$ cat src/rtl/sauria_addr_pkg.sv
// -----------------------------------------------------------------------------
// sauria_addr_pkg
// Shared definitions for SAURIA's internal address router: the default region
// table (base/mask pairs packed LSB-first, region 0 in bits [31:0]), the
// target id type and the data word returned for decode-error responses.
// -----------------------------------------------------------------------------
package sauria_addr_pkg;

    localparam int RGN_N  = 8;
    localparam int RGN_AW = 32;

    typedef logic [3:0] tgt_id_t;

    // Region indices in table order; lower index wins on overlap.
    typedef enum logic [3:0] {
        RGN_REGS  = 4'd0,
        RGN_CON   = 4'd1,
        RGN_ACT   = 4'd2,
        RGN_WEI   = 4'd3,
        RGN_OUT   = 4'd4,
        RGN_SRAMA = 4'd5,
        RGN_SRAMB = 4'd6,
        RGN_SRAMC = 4'd7
    } rgn_e;

    localparam logic [31:0] CFG_MASK  = 32'h000F_FE00;
    localparam logic [31:0] SRAM_MASK = 32'h000F_0000;

    localparam logic [RGN_N*RGN_AW-1:0] RGN_BASE = {
        32'h0003_0000,  // SRAMC
        32'h0002_0000,  // SRAMB
        32'h0001_0000,  // SRAMA
        32'h0000_0800,  // OUT
        32'h0000_0600,  // WEI
        32'h0000_0400,  // ACT
        32'h0000_0200,  // CON
        32'h0000_0000   // REGS
    };

    localparam logic [RGN_N*RGN_AW-1:0] RGN_MASK = {
        SRAM_MASK, SRAM_MASK, SRAM_MASK,
        CFG_MASK, CFG_MASK, CFG_MASK, CFG_MASK, CFG_MASK
    };

    localparam logic [31:0] ERR_RDATA = 32'hDEAD_BEEF;

endpackage

$ cat src/rtl/sauria_addr_decode.sv
// -----------------------------------------------------------------------------
// sauria_addr_decode
// Combinational first-match region decoder.
//   addr   : incoming host address
//   id     : index of the lowest-numbered matching region (0 when none match)
//   miss   : no region matched
//   hit    : one-hot of the winning region (all zero on miss)
//   offset : addr with the winning region's select bits cleared; the full
//            address is passed through on a miss
// -----------------------------------------------------------------------------
module sauria_addr_decode
    import sauria_addr_pkg::*;
#(
    parameter int unsigned ADR_W = 32,
    parameter int unsigned N_TGT = 8,
    parameter logic [N_TGT*ADR_W-1:0] TGT_BASE = RGN_BASE,
    parameter logic [N_TGT*ADR_W-1:0] TGT_MASK = RGN_MASK
) (
    input  logic [ADR_W-1:0] addr,
    output tgt_id_t          id,
    output logic             miss,
    output logic [N_TGT-1:0] hit,
    output logic [ADR_W-1:0] offset
);

    logic [N_TGT-1:0] raw_hit;

    always_comb begin
        raw_hit = '0;
        for (int k = 0; k < N_TGT; k++) begin
            raw_hit[k] = ((addr & TGT_MASK[k*ADR_W +: ADR_W]) == TGT_BASE[k*ADR_W +: ADR_W]);
        end
    end

    // Walk upward and latch the first match; later matches are shadowed.
    always_comb begin
        id     = '0;
        miss   = 1'b1;
        hit    = '0;
        offset = addr;
        for (int k = 0; k < N_TGT; k++) begin
            if (raw_hit[k] && miss) begin
                miss   = 1'b0;
                id     = tgt_id_t'(k);
                hit[k] = 1'b1;
                offset = addr & ~TGT_MASK[k*ADR_W +: ADR_W];
            end
        end
    end

endmodule

$ cat src/rtl/sauria_addr_router.sv
// -----------------------------------------------------------------------------
// sauria_addr_router
// Routes one OBI-style host port to N_TGT target ports using a base/mask
// region table with first-match priority and offset stripping. Outstanding
// transactions are counted and restricted to a single target at a time so
// responses come back in order.
//
// Host port   : i_req/o_gnt, i_addr, i_we, i_be, i_wdata, o_rvalid, o_rdata, o_err
// Target port : o_tgt_req (one-hot), i_tgt_gnt, o_tgt_addr (offset),
//               o_tgt_we/o_tgt_be/o_tgt_wdata (forwarded), i_tgt_rvalid, i_tgt_rdata
// Status      : o_outst_cnt, o_busy
//
// Handshake: a request transfers on a cycle where i_req && o_gnt; the host
// holds i_req and its fields stable until then. A response transfers on every
// cycle o_rvalid is high (no back-pressure on the response channel).
//
// Build option SAURIA_ADDR_ROUTER_ERR_RESP_EN: when defined, unmapped
// addresses are granted locally and answered one cycle later with o_err=1 and
// ERR_RDATA. When undefined, unmapped addresses go to target 0 unchanged.
// -----------------------------------------------------------------------------
module sauria_addr_router
    import sauria_addr_pkg::*;
#(
    parameter int unsigned ADR_W     = 32,
    parameter int unsigned DAT_W     = 32,
    parameter int unsigned N_TGT     = 8,
    parameter int unsigned MAX_OUTST = 4,
    parameter logic [N_TGT*ADR_W-1:0] TGT_BASE = RGN_BASE,
    parameter logic [N_TGT*ADR_W-1:0] TGT_MASK = RGN_MASK
) (
    input  logic                   i_clk,
    input  logic                   i_rst,
    input  logic                   i_req,
    output logic                   o_gnt,
    input  logic [ADR_W-1:0]       i_addr,
    input  logic                   i_we,
    input  logic [DAT_W/8-1:0]     i_be,
    input  logic [DAT_W-1:0]       i_wdata,
    output logic                   o_rvalid,
    output logic [DAT_W-1:0]       o_rdata,
    output logic                   o_err,
    output logic [N_TGT-1:0]       o_tgt_req,
    input  logic [N_TGT-1:0]       i_tgt_gnt,
    output logic [ADR_W-1:0]       o_tgt_addr,
    output logic                   o_tgt_we,
    output logic [DAT_W/8-1:0]     o_tgt_be,
    output logic [DAT_W-1:0]       o_tgt_wdata,
    input  logic [N_TGT-1:0]       i_tgt_rvalid,
    input  logic [N_TGT*DAT_W-1:0] i_tgt_rdata,
    output logic [3:0]             o_outst_cnt,
    output logic                   o_busy
);

    localparam logic [3:0] MAX_CNT = 4'(MAX_OUTST);

    // Tracking state
    logic [3:0] cnt;
    tgt_id_t    cur_id;
    logic       cur_unm;   // outstanding traffic is the local error responder
    logic       err_pend;  // error response due this cycle

    // Decode
    tgt_id_t          dec_id;
    logic             dec_miss;
    logic [N_TGT-1:0] dec_hit;

    sauria_addr_decode #(
        .ADR_W    (ADR_W),
        .N_TGT    (N_TGT),
        .TGT_BASE (TGT_BASE),
        .TGT_MASK (TGT_MASK)
    ) u_decode (
        .addr   (i_addr),
        .id     (dec_id),
        .miss   (dec_miss),
        .hit    (dec_hit),
        .offset (o_tgt_addr)
    );

    // Routed id / unmapped flag after the build option is applied. A miss
    // already decodes to id 0, so the fallback route needs no extra mux.
    tgt_id_t          rt_id;
    logic             rt_unm;
    logic [N_TGT-1:0] route_vec;

    always_comb begin
        rt_id = dec_id;
`ifdef SAURIA_ADDR_ROUTER_ERR_RESP_EN
        rt_unm = dec_miss;
`else
        rt_unm = 1'b0;
`endif
        route_vec = dec_miss ? N_TGT'(1) : dec_hit;
    end

    // Response path
    logic             tgt_rv;
    logic [DAT_W-1:0] tgt_rd;
    logic             rsp_tgt;
    logic             rsp;

    always_comb begin
        tgt_rv = 1'b0;
        tgt_rd = '0;
        for (int k = 0; k < N_TGT; k++) begin
            if (tgt_id_t'(k) == cur_id) begin
                tgt_rv = i_tgt_rvalid[k];
                tgt_rd = i_tgt_rdata[k*DAT_W +: DAT_W];
            end
        end
        // Responses from other targets, or with nothing outstanding, are dropped.
        rsp_tgt = (cnt != 4'd0) && !cur_unm && tgt_rv;
        rsp     = rsp_tgt || err_pend;
    end

    always_comb begin
        o_rvalid = rsp;
        if (err_pend) begin
            o_rdata = DAT_W'(ERR_RDATA);
        end else if (rsp_tgt) begin
            o_rdata = tgt_rd;
        end else begin
            o_rdata = '0;
        end
`ifdef SAURIA_ADDR_ROUTER_ERR_RESP_EN
        o_err = err_pend;
`else
        o_err = 1'b0;
`endif
    end

    // Issue path
    logic final_rsp;
    logic room_ok;
    logic tgt_ok;
    logic allowed;
    logic sel_gnt;
    logic hs;

    always_comb begin
        final_rsp = rsp && (cnt == 4'd1);
        // A response in the same cycle frees a slot, so a full pipe can still issue.
        room_ok   = (cnt < MAX_CNT) || rsp;
        if ((cnt == 4'd0) || final_rsp) begin
            tgt_ok = 1'b1;
        end else if (rt_unm) begin
            tgt_ok = cur_unm;
        end else begin
            tgt_ok = !cur_unm && (rt_id == cur_id);
        end
        allowed = room_ok && tgt_ok;
        sel_gnt = |(i_tgt_gnt & route_vec);

        o_tgt_req = '0;
        o_gnt     = 1'b0;
        if (allowed) begin
            if (rt_unm) begin
                o_gnt = i_req;
            end else begin
                o_tgt_req = i_req ? route_vec : '0;
                o_gnt     = sel_gnt;
            end
        end
        hs = i_req && o_gnt;
    end

    assign o_tgt_we    = i_we;
    assign o_tgt_be    = i_be;
    assign o_tgt_wdata = i_wdata;

    // Tracking registers
    always_ff @(posedge i_clk) begin
        if (i_rst) begin
            cnt      <= 4'd0;
            cur_id   <= '0;
            cur_unm  <= 1'b0;
            err_pend <= 1'b0;
        end else begin
            if (hs) begin
                cur_id  <= rt_id;
                cur_unm <= rt_unm;
            end
            err_pend <= hs && rt_unm;
            if (hs && !rsp) begin
                cnt <= cnt + 4'd1;
            end else if (!hs && rsp) begin
                cnt <= cnt - 4'd1;
            end
        end
    end

    assign o_outst_cnt = cnt;
    assign o_busy      = (cnt != 4'd0);

endmodule

$ cat config.mk
export PLATFORM = sky130hd
export DESIGN_NAME = sauria_addr_router
export DESIGN_NICKNAME = d
export VERILOG_FILES = /design/src/rtl/sauria_addr_pkg.sv /design/src/rtl/sauria_addr_decode.sv /design/src/rtl/sauria_addr_router.sv
export SDC_FILE = /design/constraint.sdc
export NUM_CORES = 1
export LEC_CHECK = 0
export ABC_CLOCK_PERIOD_IN_PS = 6100
export CAP_MARGIN = 20
export CORE_AREA = 5 5 175 177
export DETAILED_ROUTE_END_ITERATION = 7
export DIE_AREA = 0 0 180 182
export GPL_ROUTABILITY_DRIVEN = 0
export SLEW_MARGIN = 25
export SYNTH_ARGS = -nofsm -noshare
export SYNTH_HDL_FRONTEND = slang
export SYNTH_SLANG_ARGS = --single-unit
$ cat constraint.sdc
create_clock -name i_clk -period 6.1 [get_ports i_clk]
set_clock_uncertainty 0.2 [all_clocks]
set_input_delay 1.83 -clock i_clk [delete_from_list [all_inputs] [get_ports i_clk]]
set_output_delay 1.83 -clock i_clk [all_outputs]
set_load 0.005 [all_outputs]
==> flow_metrics.env <==
export IMPL_status="finished clean"
export IMPL_hold_violations=0
export IMPL_grt_pass1_wl_mm=29.3
export IMPL_clock_path_buffers=2
export IMPL_crit_path_end_kind="output pin"
export IMPL_antenna_cells=0
export IMPL_worst_path_max_fanout=10
export IMPL_synth_top_cell_area_share_pct=12.9
export IMPL_cts_tree="done"
export IMPL_switching_power_w=0.000377
export IMPL_pin_count=461
export IMPL_path_class="input pin to output pin"
export IMPL_vias_per_cell=4.14
export IMPL_synth_nets=839
export IMPL_clkLatencyLatePin_ps=230
export IMPL_grt_pass1_vias=5217
export IMPL_worst_pin_slew_ps=754
export IMPL_crit_required_ps=4070
export IMPL_synth_seq_cells=7
export IMPL_layout_worst_path_cycle_share_pct=99.0
export IMPL_cts_sinks=7
export IMPL_cp_cell_sequence="clkdlybuf4s50_1 > mux4_2 > mux2_4 > buf_4 > nand2_4 > clkbuf_16 > nor2_1 > clkdlybuf4s50_1"
export IMPL_power_leakage_nw=2.51
export IMPL_clk_pin_slew_ps=40
export IMPL_h_tree_depth=1
export IMPL_die_h_um=182
export IMPL_post_route_drc_count=0
export IMPL_critPathLaunchType="input pin"
export IMPL_clockPowerShare_pct=10.9
export IMPL_firstDrtPassIters=6
export IMPL_rows=63
export IMPL_synth_area_leaders="buf_4, mux4_2, mux2i_1"
export IMPL_p_comb_share_pct=80.9
export IMPL_vias=4815
export IMPL_maxCapViolCount=0
export IMPL_dieArea_um2=32800
export IMPL_cts_hold_buffers=0
export IMPL_cts_root_buf="clkbuf_16"
export IMPL_vdd_drop_max_uv=64.6
export IMPL_numCtsBuffers=3
export IMPL_final_area_um2=7190
export IMPL_track_usage_pct=11.1
export IMPL_grt_start_max_net_pins=44
export IMPL_pre_cts_ws_ps=-384
export IMPL_area_delta_synth_final_pct=109
export IMPL_synth_edff_count=0
export IMPL_synthArstFlopShare_pct=0
export IMPL_dpl_hpwl_mm=17.0
export IMPL_cpPeakStageDelay_ps=470
export IMPL_die_w_um=180
export IMPL_cp_common_cell="clkdlybuf4s50_1"
export IMPL_yosysWarnings=0
export IMPL_synth_top_area_cell="buf_4"
export IMPL_relSlewSlack_pct=49.6
export IMPL_synthFlopType="dfxtp_1"
export IMPL_min_period_ps=6040
export IMPL_initialDrtViolationCount=183
export IMPL_avgSynthCellArea_um2=7.01
export IMPL_p_int_w=0.000643
export IMPL_p_total_w=0.00102
export IMPL_power_density_nw_per_um2=142
export IMPL_post_synth_num_cell_types=56
export IMPL_maxSlewViolCount=0
export IMPL_grt_ovfl_total=0
export IMPL_hold_path_class="register to register"
export IMPL_core_area_um2=29100
export IMPL_placed_cell_area_um2=7020
export IMPL_seq_area_frac_synth_pct=4.07
export IMPL_crit_buf_inv=4
export IMPL_drive_gt1_share_pct=11.8
export IMPL_cp_slowest_cell="mux4_2"
export IMPL_crit_family="buffers and inverters"
export IMPL_post_drt_wl_per_cell_um=17.6
export IMPL_fin_tns_setup_ps=0
export IMPL_setup_viol=0
export IMPL_antenna_found_initial=0
export IMPL_fin_ws_ps=58.0
export IMPL_ant_nets=0
export IMPL_postSynthCellCount=491
export IMPL_nNetsFinal=1121
export IMPL_routed_wirelength_mm=20.5
export IMPL_io_buffers=343
export IMPL_timing_fmax_ghz=0.166
export IMPL_seqPwrFrac_pct=8.2
export IMPL_crit_arrival_ps=4010
export IMPL_netlist_area_um2=3440
export IMPL_netSwitchingFraction_pct=37.0
export IMPL_initial_core_util_pct=11.8
## final cells by class
type / instances / area (µm²)
fill: 3185 / 21900
timing repair buffer: 382 / 3760
inverter: 4 / 15.0
multi-input combinational: 375 / 2700
tap: 390 / 488
sequential: 7 / 149
clock buffer: 4 / 78.8
## cell families after synthesis
logic type	Yosys count	synth area share [%]
other	1	0.109
XOR/XNOR	3	0.764
multiplexers	58	24.2
adder cells (fa/ha/maj)	4	1.45
AND/OR/NAND/NOR	174	23.9
AO/OA/AOI/OAI	135	26.3
flip-flops	7	4.07
buffers and inverters	109	19.2
## metrics by stage
stage          hold slack (ps)  cells  util, %
2_1_floorplan              307    491        -
3_3_place_gp               321   1155     24.1
3_5_place_dp               327   1155     24.1
4_1_cts                    335   1160     24.4
5_1_grt                    369   1162     24.7
6_report                   332   1162     24.7
## registers in the layout, summed over array words and instances (netlist names)
register / cells
o_outst_cnt: 4
cur_id: 3
## placed cells by master, fill, tap and decap left out, drive strengths merged, types with 5 or more instances in the layout
| cell | instances |
|---|---|
| mux4 | 19 |
| dlymetal6s2s | 6 |
| dlygate4sd2 | 5 |
| a21oi | 38 |
| o21ai | 38 |
| mux2i | 36 |
| nor2b | 5 |
| buf | 40 |
| clkbuf | 7 |
| clkdlybuf4s50 | 327 |
| and2 | 7 |
| nand2 | 69 |
| nor2 | 61 |
| a22o | 15 |
| o221ai | 32 |
| dfxtp | 7 |
## metal layers
metal | track usage [%] | part of all wire [%] | vias to the layer above
met2 | 20.3 | 50 | 271
met3 | 2.66 | 8.1 | 38
met1 | 13.2 | 40 | 2214
li1 | - | - | 2292
met4 | 2.62 | 2.0 | 0
met5 | 0 | 0 | -
## path summary, 6_finish.rpt
| check | from | end | slack [ps] | cells after the start |
|---|---|---|---|---|
| worst min register to register | o_outst_cnt[2] | o_outst_cnt[2] | 330 | 2 |
| worst max register to register | cur_id[1] | o_outst_cnt[3] | 2570 | 11 |
| worst min-delay path | o_outst_cnt[2] | o_outst_cnt[2] | 330 | 2 |
| worst max-delay path | i_tgt_rvalid[2] | o_rdata[4] | 60 | 8 |
## worst register-to-register path, cell delays in order (launching register included)
cell and delay, ps:
dfxtp_4 790, mux4_2 450, mux2_4 310, buf_4 160
o21ai_2 170, o21bai_1 150, o21ai_2 120, ha_1 270
or4_1 410, a21oi_1 180, xnor2_1 130, nor2_1 50
## synth_stat cells (2+ instances only)
cell type,n
o21ai_1,2
o21ai_0,35
mux2i_1,35
a21oi_1,38
nor3_1,4
nor3b_1,4
and2_1,6
o221ai_1,32
nand2b_1,3
mux2_4,2
mux4_2,19
or3_1,4
nor2_1,61
inv_1,4
nor2b_1,5
dfxtp_1,7
nand2_1,69
or4_1,2
xor2_1,2
nand3_1,3
buf_2,7
ha_1,4
clkbuf_1,31
buf_6,3
a22o_1,15
buf_4,59
buf_1,5
a21o_1,2
## power groups by stage
| stage | logic, W | clock network, W | registers [W] |
|---|---|---|---|
| floorplan | 0.000346 | 0 | 0.0000705 |
| CTS | 0.000802 | 0.000114 | 0.0000854 |
| global route | 0.000890 | 0.000117 | 0.0000880 |
| detailed placement | 0.000795 | 0 | 0.0000858 |
| finish | 0.000825 | 0.000111 | 0.0000841 |
| global placement | 0.000793 | 0 | 0.0000850 |
## what timing repair did
item	CTS	global route
pin swaps	2	6
cloned	0	1
buffers inserted	1	1
resized for setup	21	17
setup endpoints to repair	9	11
No activity file was read; power rests on OpenSTA's default activity.
